**config.mk**
```make
export PLATFORM = sky130hd
export DESIGN_NAME = pulse_cmd_master
export DESIGN_NICKNAME = d
export VERILOG_FILES = /design/src/rtl/pulse_cmd_master.sv
export SDC_FILE = /design/constraint.sdc
export NUM_CORES = 1
export LEC_CHECK = 0
export CELL_PAD_IN_SITES_DETAIL_PLACEMENT = 1
export CELL_PAD_IN_SITES_GLOBAL_PLACEMENT = 1
export CORE_MARGIN = 4
export CORE_UTILIZATION = 44
export CTS_BUF_LIST = sky130_fd_sc_hd__clkbuf_4
export DETAILED_ROUTE_END_ITERATION = 16
export HOLD_SLACK_MARGIN = 0.06
export PLACE_DENSITY_LB_ADDON = 0.1
export SLEW_MARGIN = 20
export SYNTH_ARGS = -nofsm -noshare
export SYNTH_HDL_FRONTEND = slang
export SYNTH_SLANG_ARGS = --single-unit
```
**constraint.sdc**
```tcl
create_clock -name clk -period 2.65 [get_ports clk]
set_input_delay 0.3975 -clock clk [delete_from_list [all_inputs] [get_ports clk]]
set_output_delay 0.3975 -clock clk [all_outputs]
set_load 0.02 [all_outputs]
```
**src/rtl/pulse_cmd_master.sv**
```systemverilog
// ---------------------------------------------------------------------------
// pulse_cmd_master
//
// Sends one 5-byte command frame to a UART transmitter, then waits for a
// single-byte echo. The echo is compared against an 8-bit checksum of the
// data word. The frame is data[7:0], data[15:8], data[23:16], data[31:24],
// then ctrl.
//
// Ports
//   clk              in   1   single clock, rising edge
//   rst_n            in   1   asynchronous active-low reset
//   cmd_valid        in   1   command request
//   cmd_ready        out  1   high only while idle
//   cmd_ctrl         in   8   control byte (sent last, not in checksum)
//   cmd_data         in  32   parameter value
//   transmit         out  1   one-cycle strobe to the UART transmitter
//   tx_byte          out  8   byte to send, valid with transmit
//   is_transmitting  in   1   UART transmitter busy
//   received         in   1   one-cycle strobe, rx_byte valid
//   rx_byte          in   8   received byte
//   recv_error       in   1   one-cycle framing error strobe
//   resp_valid       out  1   one-cycle transaction-complete strobe
//   resp_ok          out  1   echo matched checksum
//   resp_timeout     out  1   no echo within TIMEOUT_CYCLES
//   resp_byte        out  8   echo byte (0 on timeout), held between responses
// ---------------------------------------------------------------------------
module pulse_cmd_master #(
  parameter int unsigned TIMEOUT_CYCLES = 32'd2000000
) (
  input  logic        clk,
  input  logic        rst_n,
  input  logic        cmd_valid,
  output logic        cmd_ready,
  input  logic [7:0]  cmd_ctrl,
  input  logic [31:0] cmd_data,
  output logic        transmit,
  output logic [7:0]  tx_byte,
  input  logic        is_transmitting,
  input  logic        received,
  input  logic [7:0]  rx_byte,
  input  logic        recv_error,
  output logic        resp_valid,
  output logic        resp_ok,
  output logic        resp_timeout,
  output logic [7:0]  resp_byte
);

  typedef enum logic [2:0] {
    IDLE      = 3'd0,
    LOAD      = 3'd1,
    WAIT_HI   = 3'd2,
    WAIT_LO   = 3'd3,
    WAIT_ECHO = 3'd4,
    RESP      = 3'd5
  } state_t;

  // Counter value on which the echo wait gives up.
  localparam logic [31:0] CNT_LAST = 32'(TIMEOUT_CYCLES - 32'd1);

  // Mod-256 sum of the four data bytes; the control byte is not included.
  function automatic logic [7:0] checksum8(input logic [31:0] d);
    logic [7:0] s;
    s = d[7:0] + d[15:8];
    s = s + d[23:16];
    s = s + d[31:24];
    return s;
  endfunction

  // Frame byte for a given index: data bytes LSB first, then ctrl.
  function automatic logic [7:0] frame_byte(input logic [31:0] d,
                                            input logic [7:0]  c,
                                            input logic [2:0]  idx);
    logic [7:0] b;
    case (idx)
      3'd0:    b = d[7:0];
      3'd1:    b = d[15:8];
      3'd2:    b = d[23:16];
      3'd3:    b = d[31:24];
      3'd4:    b = c;
      default: b = 8'd0;
    endcase
    return b;
  endfunction

  state_t      state_q, state_d;
  logic [7:0]  ctrl_q, ctrl_d;
  logic [31:0] data_q, data_d;
  logic [7:0]  expected_q, expected_d;
  logic [2:0]  idx_q, idx_d;
  logic [31:0] cnt_q, cnt_d;
  logic        transmit_q, transmit_d;
  logic [7:0]  tx_byte_q, tx_byte_d;
  logic        resp_valid_q, resp_valid_d;
  logic        resp_ok_q, resp_ok_d;
  logic        resp_timeout_q, resp_timeout_d;
  logic [7:0]  resp_byte_q, resp_byte_d;
  logic        cmd_ready_q, cmd_ready_d;

  // Next-state and next-output logic for the command/echo sequencer.
  always_comb begin
    state_d        = state_q;
    ctrl_d         = ctrl_q;
    data_d         = data_q;
    expected_d     = expected_q;
    idx_d          = idx_q;
    cnt_d          = cnt_q;
    transmit_d     = 1'b0;
    tx_byte_d      = tx_byte_q;
    resp_valid_d   = 1'b0;
    resp_ok_d      = resp_ok_q;
    resp_timeout_d = resp_timeout_q;
    resp_byte_d    = resp_byte_q;

    case (state_q)
      IDLE: begin
        if (cmd_valid && cmd_ready_q) begin
          ctrl_d     = cmd_ctrl;
          data_d     = cmd_data;
          expected_d = checksum8(cmd_data);
          idx_d      = 3'd0;
          state_d    = LOAD;
        end else begin
          state_d = IDLE;
        end
      end

      LOAD: begin
        if (!is_transmitting) begin
          tx_byte_d  = frame_byte(data_q, ctrl_q, idx_q);
          transmit_d = 1'b1;
          state_d    = WAIT_HI;
        end else begin
          state_d = LOAD;
        end
      end

      // The transmitter must be seen busy before its idle level means
      // "byte finished"; otherwise a slow busy flag would skip a byte.
      WAIT_HI: begin
        if (is_transmitting) begin
          state_d = WAIT_LO;
        end else begin
          state_d = WAIT_HI;
        end
      end

      WAIT_LO: begin
        if (!is_transmitting) begin
          if (idx_q < 3'd4) begin
            idx_d   = idx_q + 3'd1;
            state_d = LOAD;
          end else begin
            cnt_d   = 32'd0;
            state_d = WAIT_ECHO;
          end
        end else begin
          state_d = WAIT_LO;
        end
      end

      // A received byte beats both a framing error and the timeout.
      WAIT_ECHO: begin
        cnt_d = cnt_q + 32'd1;
        if (received) begin
          resp_byte_d    = rx_byte;
          resp_ok_d      = (rx_byte == expected_q);
          resp_timeout_d = 1'b0;
          resp_valid_d   = 1'b1;
          state_d        = RESP;
        end else if (recv_error) begin
          resp_ok_d      = 1'b0;
          resp_timeout_d = 1'b0;
          resp_valid_d   = 1'b1;
          state_d        = RESP;
        end else if (cnt_q == CNT_LAST) begin
          resp_byte_d    = 8'd0;
          resp_ok_d      = 1'b0;
          resp_timeout_d = 1'b1;
          resp_valid_d   = 1'b1;
          state_d        = RESP;
        end else begin
          state_d = WAIT_ECHO;
        end
      end

      RESP: begin
        state_d = IDLE;
      end

      default: begin
        state_d = IDLE;
      end
    endcase

    // Ready is registered so it tracks the state actually being entered.
    cmd_ready_d = (state_d == IDLE);
  end

  // State and output registers with asynchronous reset.
  always_ff @(posedge clk or negedge rst_n) begin
    if (!rst_n) begin
      state_q        <= IDLE;
      ctrl_q         <= 8'd0;
      data_q         <= 32'd0;
      expected_q     <= 8'd0;
      idx_q          <= 3'd0;
      cnt_q          <= 32'd0;
      transmit_q     <= 1'b0;
      tx_byte_q      <= 8'd0;
      resp_valid_q   <= 1'b0;
      resp_ok_q      <= 1'b0;
      resp_timeout_q <= 1'b0;
      resp_byte_q    <= 8'd0;
      cmd_ready_q    <= 1'b1;
    end else begin
      state_q        <= state_d;
      ctrl_q         <= ctrl_d;
      data_q         <= data_d;
      expected_q     <= expected_d;
      idx_q          <= idx_d;
      cnt_q          <= cnt_d;
      transmit_q     <= transmit_d;
      tx_byte_q      <= tx_byte_d;
      resp_valid_q   <= resp_valid_d;
      resp_ok_q      <= resp_ok_d;
      resp_timeout_q <= resp_timeout_d;
      resp_byte_q    <= resp_byte_d;
      cmd_ready_q    <= cmd_ready_d;
    end
  end

  assign cmd_ready    = cmd_ready_q;
  assign transmit     = transmit_q;
  assign tx_byte      = tx_byte_q;
  assign resp_valid   = resp_valid_q;
  assign resp_ok      = resp_ok_q;
  assign resp_timeout = resp_timeout_q;
  assign resp_byte    = resp_byte_q;

endmodule

```
### Word level (Yosys, flattened, before mapping)

Cells that the tools add are included.

* register bits: 107
* latch bits: 0
* memory bits (writable): 0
* ROM bits: 0
* input bits: 54
* output and inout bits: 21
* word-level logic and storage cells: 81
* memories kept: 0

* add/sub/neg operators: 5
* multipliers: 0
* div/mod/pow operators: 0
* $lt $le $gt $ge: 1
* equal/unequal tests: 15
* shift-type cells: 0
* mux-type cells: 32
* bitwise logic cells: 1
* reduce and logical (&&, ||, !) cells: 14

Operator list (number)
* 32-bit two-way mux: 2
* 32-bit one-hot mux with 2 select lines: 1
* 8-bit one-hot mux with 5 select lines: 1
* 32-bit by 1-bit adder with 32-bit output (second input constant): 1
* 32-bit by 21-bit == test with 1-bit output (second input constant): 1
* 8-bit adder: 3
* 8-bit two-way mux: 3
* 1-bit two-way mux: 17
* 3-bit two-way mux: 5
* 3-bit one-hot mux with 5 select lines: 1
* 3-bit by 2-bit == test with 1-bit output (second input constant): 4
* 2-bit inequality test (second input constant): 5
* 3-bit zero test: 3
* 8-bit == test: 1
* 3-bit by 1-bit == test with 1-bit output (second input constant): 2
* 3-bit == test (second input constant): 2
* 3-bit one-hot mux with 2 select lines: 1
* 2-bit AND reduction: 3
* 3-bit AND reduction: 2
* 2-bit nonzero test: 3
* 4-bit AND reduction: 1
* 3-bit by 1-bit adder with 3-bit output (second input constant): 1
* 3-bit less-than comparator (second input constant): 1
* 3-bit nonzero test: 1
* 3 further kinds: 3

### Depth between registers and ports, before layout

Gate-level depths: netlist (run 1).

* depth after elaboration: 6
* gate-level depth with buffers: 11
* gate-level depth less buffers: 11

### Least setup slack after synthesis (run 1)

Ideal clock, no wire load.

* path kind: input to register
* start point: in cmd_data[1]
* end point: reg expected_q[7]
* library setup time: 0.135 ns
* arrival time: 2.792 ns
* required time: 2.515 ns
* slack: -0.277 ns
* stages on the path: 11
* buffers on the path: 0
* path through: inv_1 -> fa_1 -> fa_1 -> inv_1 -> ha_1 -> fa_1 -> a211oi_1 -> o21bai_1 -> a21oi_1 -> xnor2_1 -> o21ai_0

* word-level cells in the longest chain between the ends: 3

RTL lines
* start: declaration: line 35 `input logic [31:0] cmd_data,`
* 8-bit adder: line 63 `s = d[7:0] + d[15:8];`
* 8-bit adder: line 64 `s = s + d[23:16];`
* 8-bit adder: line 65 `s = s + d[31:24];`
* end signal: assignment: line 219 `expected_q <= expected_d;`
* end: declaration: line 88 `logic [7:0] expected_q, expected_d;`

No other way between the ends.
A chain may end at the register's enable or synchronous reset.

### Final worst setup path (run 1)

Same ends and word-level chain as after synthesis.

==> qor.yml, run 1 <==
clocking:
  clock_sinks: 107
  root_buffer: "clkbuf_4"
  cts_tree: "built"
  cts_max_path_buffers: 2
  cts_buffers: 9
  clk_pin_slew_ns: 0.15
  htreeDepth: 3
  clock_latency_ns: 0.48
synth:
  synth_edf_count: 0
  async_reset_ff_frac: 1.00
  synth_area_sq_um: 5590
  synth_nets: 665
  synth_area_leaders: "dfrtp_1 47%, nand2_1 8.3%, fa_1 5.0%"
  synth_seq_area_share: 0.479
  synth_flop_cell: "dfrtp_1"
  postSynthAreaPerCell_sq_um: 9.57
  synth_top_cell_area_share: 0.474
  postSynthCellCount: 584
  synthDistinctLibCells: 54
  synth_top_area_cell: "dfrtp_1"
  synth-seq-cells: 107
  ys_warn_count: 0
worst_hold_path:
  min_to: "data_q[3]"
  hold_depth: 3
  hold_start: "cmd_data[3]"
  min_path_type: "input port to register"
setup_path:
  crit_fanout: 2
  worstReg2RegEnd: "resp_ok"
  worstPathRequired_ns: 3.03
  cp.depth: 12
  critPathCaptureType: "register"
  critPathSlowestCell: "fa_1"
  r2r_cells: 6
  r2r_slack_ns: 0.25
  worstPathCellList: "dlygate4sd2_1 > inv_2 > fa_1 > fa_1 > inv_2 > ha_4 > fa_2 > a211oi_2 > o21bai_1 > a21oi_2 > xnor2_1 > o21ai_1"
  slowest_delay_ns: 0.53
  worstPathArrival_ns: 2.99
  cp-start-kind: "input port"
  rr_startpoint: "cnt_q[1]"
  crit_type: "input port to register"
  critical_path.top_delay_family: "adder cells"
  cp.buffers_inverters: 3
timing:
  setup_viol: 0
  finalHoldViolCount: 0
  fin_crit_sh: 0.982
  grt_setup_unrepaired: "yes"
  maxSlewViolCount: 0
  worstMarginPinSlew_ns: 0.771
  whs_ns: 0.222
  slew_headroom: 0.486
  finClkSkew_ns: 0.0102
  timing.fmax_ghz: 0.384
  min_period_ns: 2.60
global_route:
  met1_usage: 0.273
  grt_pass1_vias: 4958
  grt_start_max_net_pins: 61
  overflow: 0
  antenna_found_initial: 0
  globalRouteTotalUtil: 0.221
  busiest_layer: "met2"
  grtUsageMet2: 0.400
  grt_pass1_wl_um: 25400
  use_met3: 0.0454
power_and_ir_drop:
  powerDensity_nw_per_um2: 877
  irDropWorstVdd_mv: 0.415
  finalPower_mw: 6.13
  cellLeakagePower_nw: 3.24
run_status:
  status: "finished, final reports clean"
placement:
  placed_cells: 831
  dp_hpwl_um: 11300
  gp_congestion: 0.808
  io_buffer_count: 74
  place_area_sq_um: 6730
final_layout:
  diodes: 0
  syn_to_final_growth_pct: 24.9
  final_cell_area_sq_um: 6980
  layout-drive-gt1-share: 0.126
  n_fill_cell: 1413
  fin_cells: 851
  nNetsFinal: 759
  final_common_cell: "nand2_1"
  final_cell_mix: "123 x nand2_1, 106 x dfrtp_1, 64 x clkdlybuf4s50_1"
drt:
  first_pass_iters: 6
  drcViolationCount: 0
  drtAntennaViolNets: 0
  viasPerCell: 5.51
  drt_iter0_markers: 240
  vias: 4688
  routedWlPerCell_um: 18.0
  routed_wl_um: 15300
floorplan:
  io_pins: 75
  die-area_sq_um: 14600
  core-area_sq_um: 12200
  die_w_um: 121
  start_util: 0.458
  rows: 40
  dieHeight_um: 121
flow_run:
  drv_cap: 0
==> worst reg2reg max path, stage by stage (launching register included) <==
cell,delay (ns)
dfrtp_1,0.44
ha_1,0.25
and4bb_2,0.29
nand2_1,0.17
or4_1,0.68
nand2_1,0.15
mux2_2,0.33
==> synthesized netlist by cell type (2+ instances only) <==
library cell  instances
and2_1                2
o211ai_1              2
and3_1                6
buf_2                 2
clkbuf_1             23
a21oi_1              10
a211oi_1              4
a22o_1                9
nand3_1              11
inv_1                47
a222oi_1              8
a31oi_1               2
o2bb2ai_1             2
xor2_1               18
xnor2_1              18
fa_1                 14
nor4_1               12
nand2_1             123
nor2b_1               2
o31ai_1               4
nor2_1               26
nor3_1                4
dfrtp_1             106
or4_2                 2
mux2_2                2
or4_1                 6
o21ai_0              52
nand4b_1              2
o21a_1                3
buf_4                 2
nor4b_1               4
or3_1                 3
nand4_1              11
ha_1                 13
a21o_1                3
a32oi_1               8
==> registers in the layout, summed over array words and instances, names as in the netlist <==
name and count:
cnt_q 32, data_q 32, ctrl_q 8, expected_q 8, resp_byte 8, tx_byte 8, idx_q 3, state_q 3
cmd_ready 1, resp_ok 1, resp_timeout 1, resp_valid 1, transmit 1
==> power by group <==
group          switching [mW]  internal, mW  leakage (nW)
combinational            1.32          1.06          1.73
clock                   0.537         0.578         0.106
sequential              0.435          2.20          1.40
total                    2.29          3.84          3.24
==> layout make-up <==
| cell class | count | area [sq um] | share of cell area |
|---|---|---|---|
| multi-input combinational | 402 | 2690 | 0.385 |
| sequential | 107 | 2680 | 0.384 |
| timing repair buffer | 111 | 1030 | 0.147 |
| tap | 168 | 210 | 0.0301 |
| inverter | 47 | 176 | 0.0253 |
| clock inverter | 6 | 128 | 0.0183 |
| clock buffer | 10 | 75.1 | 0.0107 |
==> layer usage <==
metal | wire length (um) | vias up
met2 | 8170 | 93
met4 | 180 | 0
met1 | 6420 | 2388
met5 | 0 | -
met3 | 536 | 12
li1 | - | 2195
==> worst max path at each step <==
stage | startpoint | to
final | cmd_data[1] | expected_q[7]
after global routing | cmd_data[8] | expected_q[7]
after CTS | cmd_data[11] | expected_q[6]
after detailed placement | cmd_data[17] | expected_q[7]
after global placement | cmd_data[17] | expected_q[7]
after floorplan | cmd_data[17] | expected_q[7]
==> what timing repair did <==
item,CTS,global route
hold endpoints to repair,68,0
hold buffers,1,0
pin swaps,18,6
buffers inserted,2,1
resized for setup,17,6
endpoints found under the setup margin,3,2
==> stage by stage <==
stage          worst slack (ns)  utilization  setup TNS (ns)
6_report                 0.0465        0.572               0
3_3_place_gp             -0.629        0.551           -2.65
5_1_grt                 -0.0487        0.572         -0.0487
2_1_floorplan           -0.0959            -         -0.0959
3_5_place_dp             -0.676        0.551           -2.89
4_1_cts                  0.0122        0.571               0
==> cells by family after synthesis <==
group | synth area share
xor+xnor | 0.0564
simple gates | 0.198
flops | 0.479
fa+ha+maj | 0.0792
compound gates | 0.131
mux | 0.00403
buf+inv | 0.0521
(Power assumes the default switching activity.)
==> run 2, diff against run 1 <==
Settings changed: HOLD_SLACK_MARGIN 0.06 to unset.
==> results of run 2 <==
The final DEF is identical to that of run 1; final timing and power are the same.
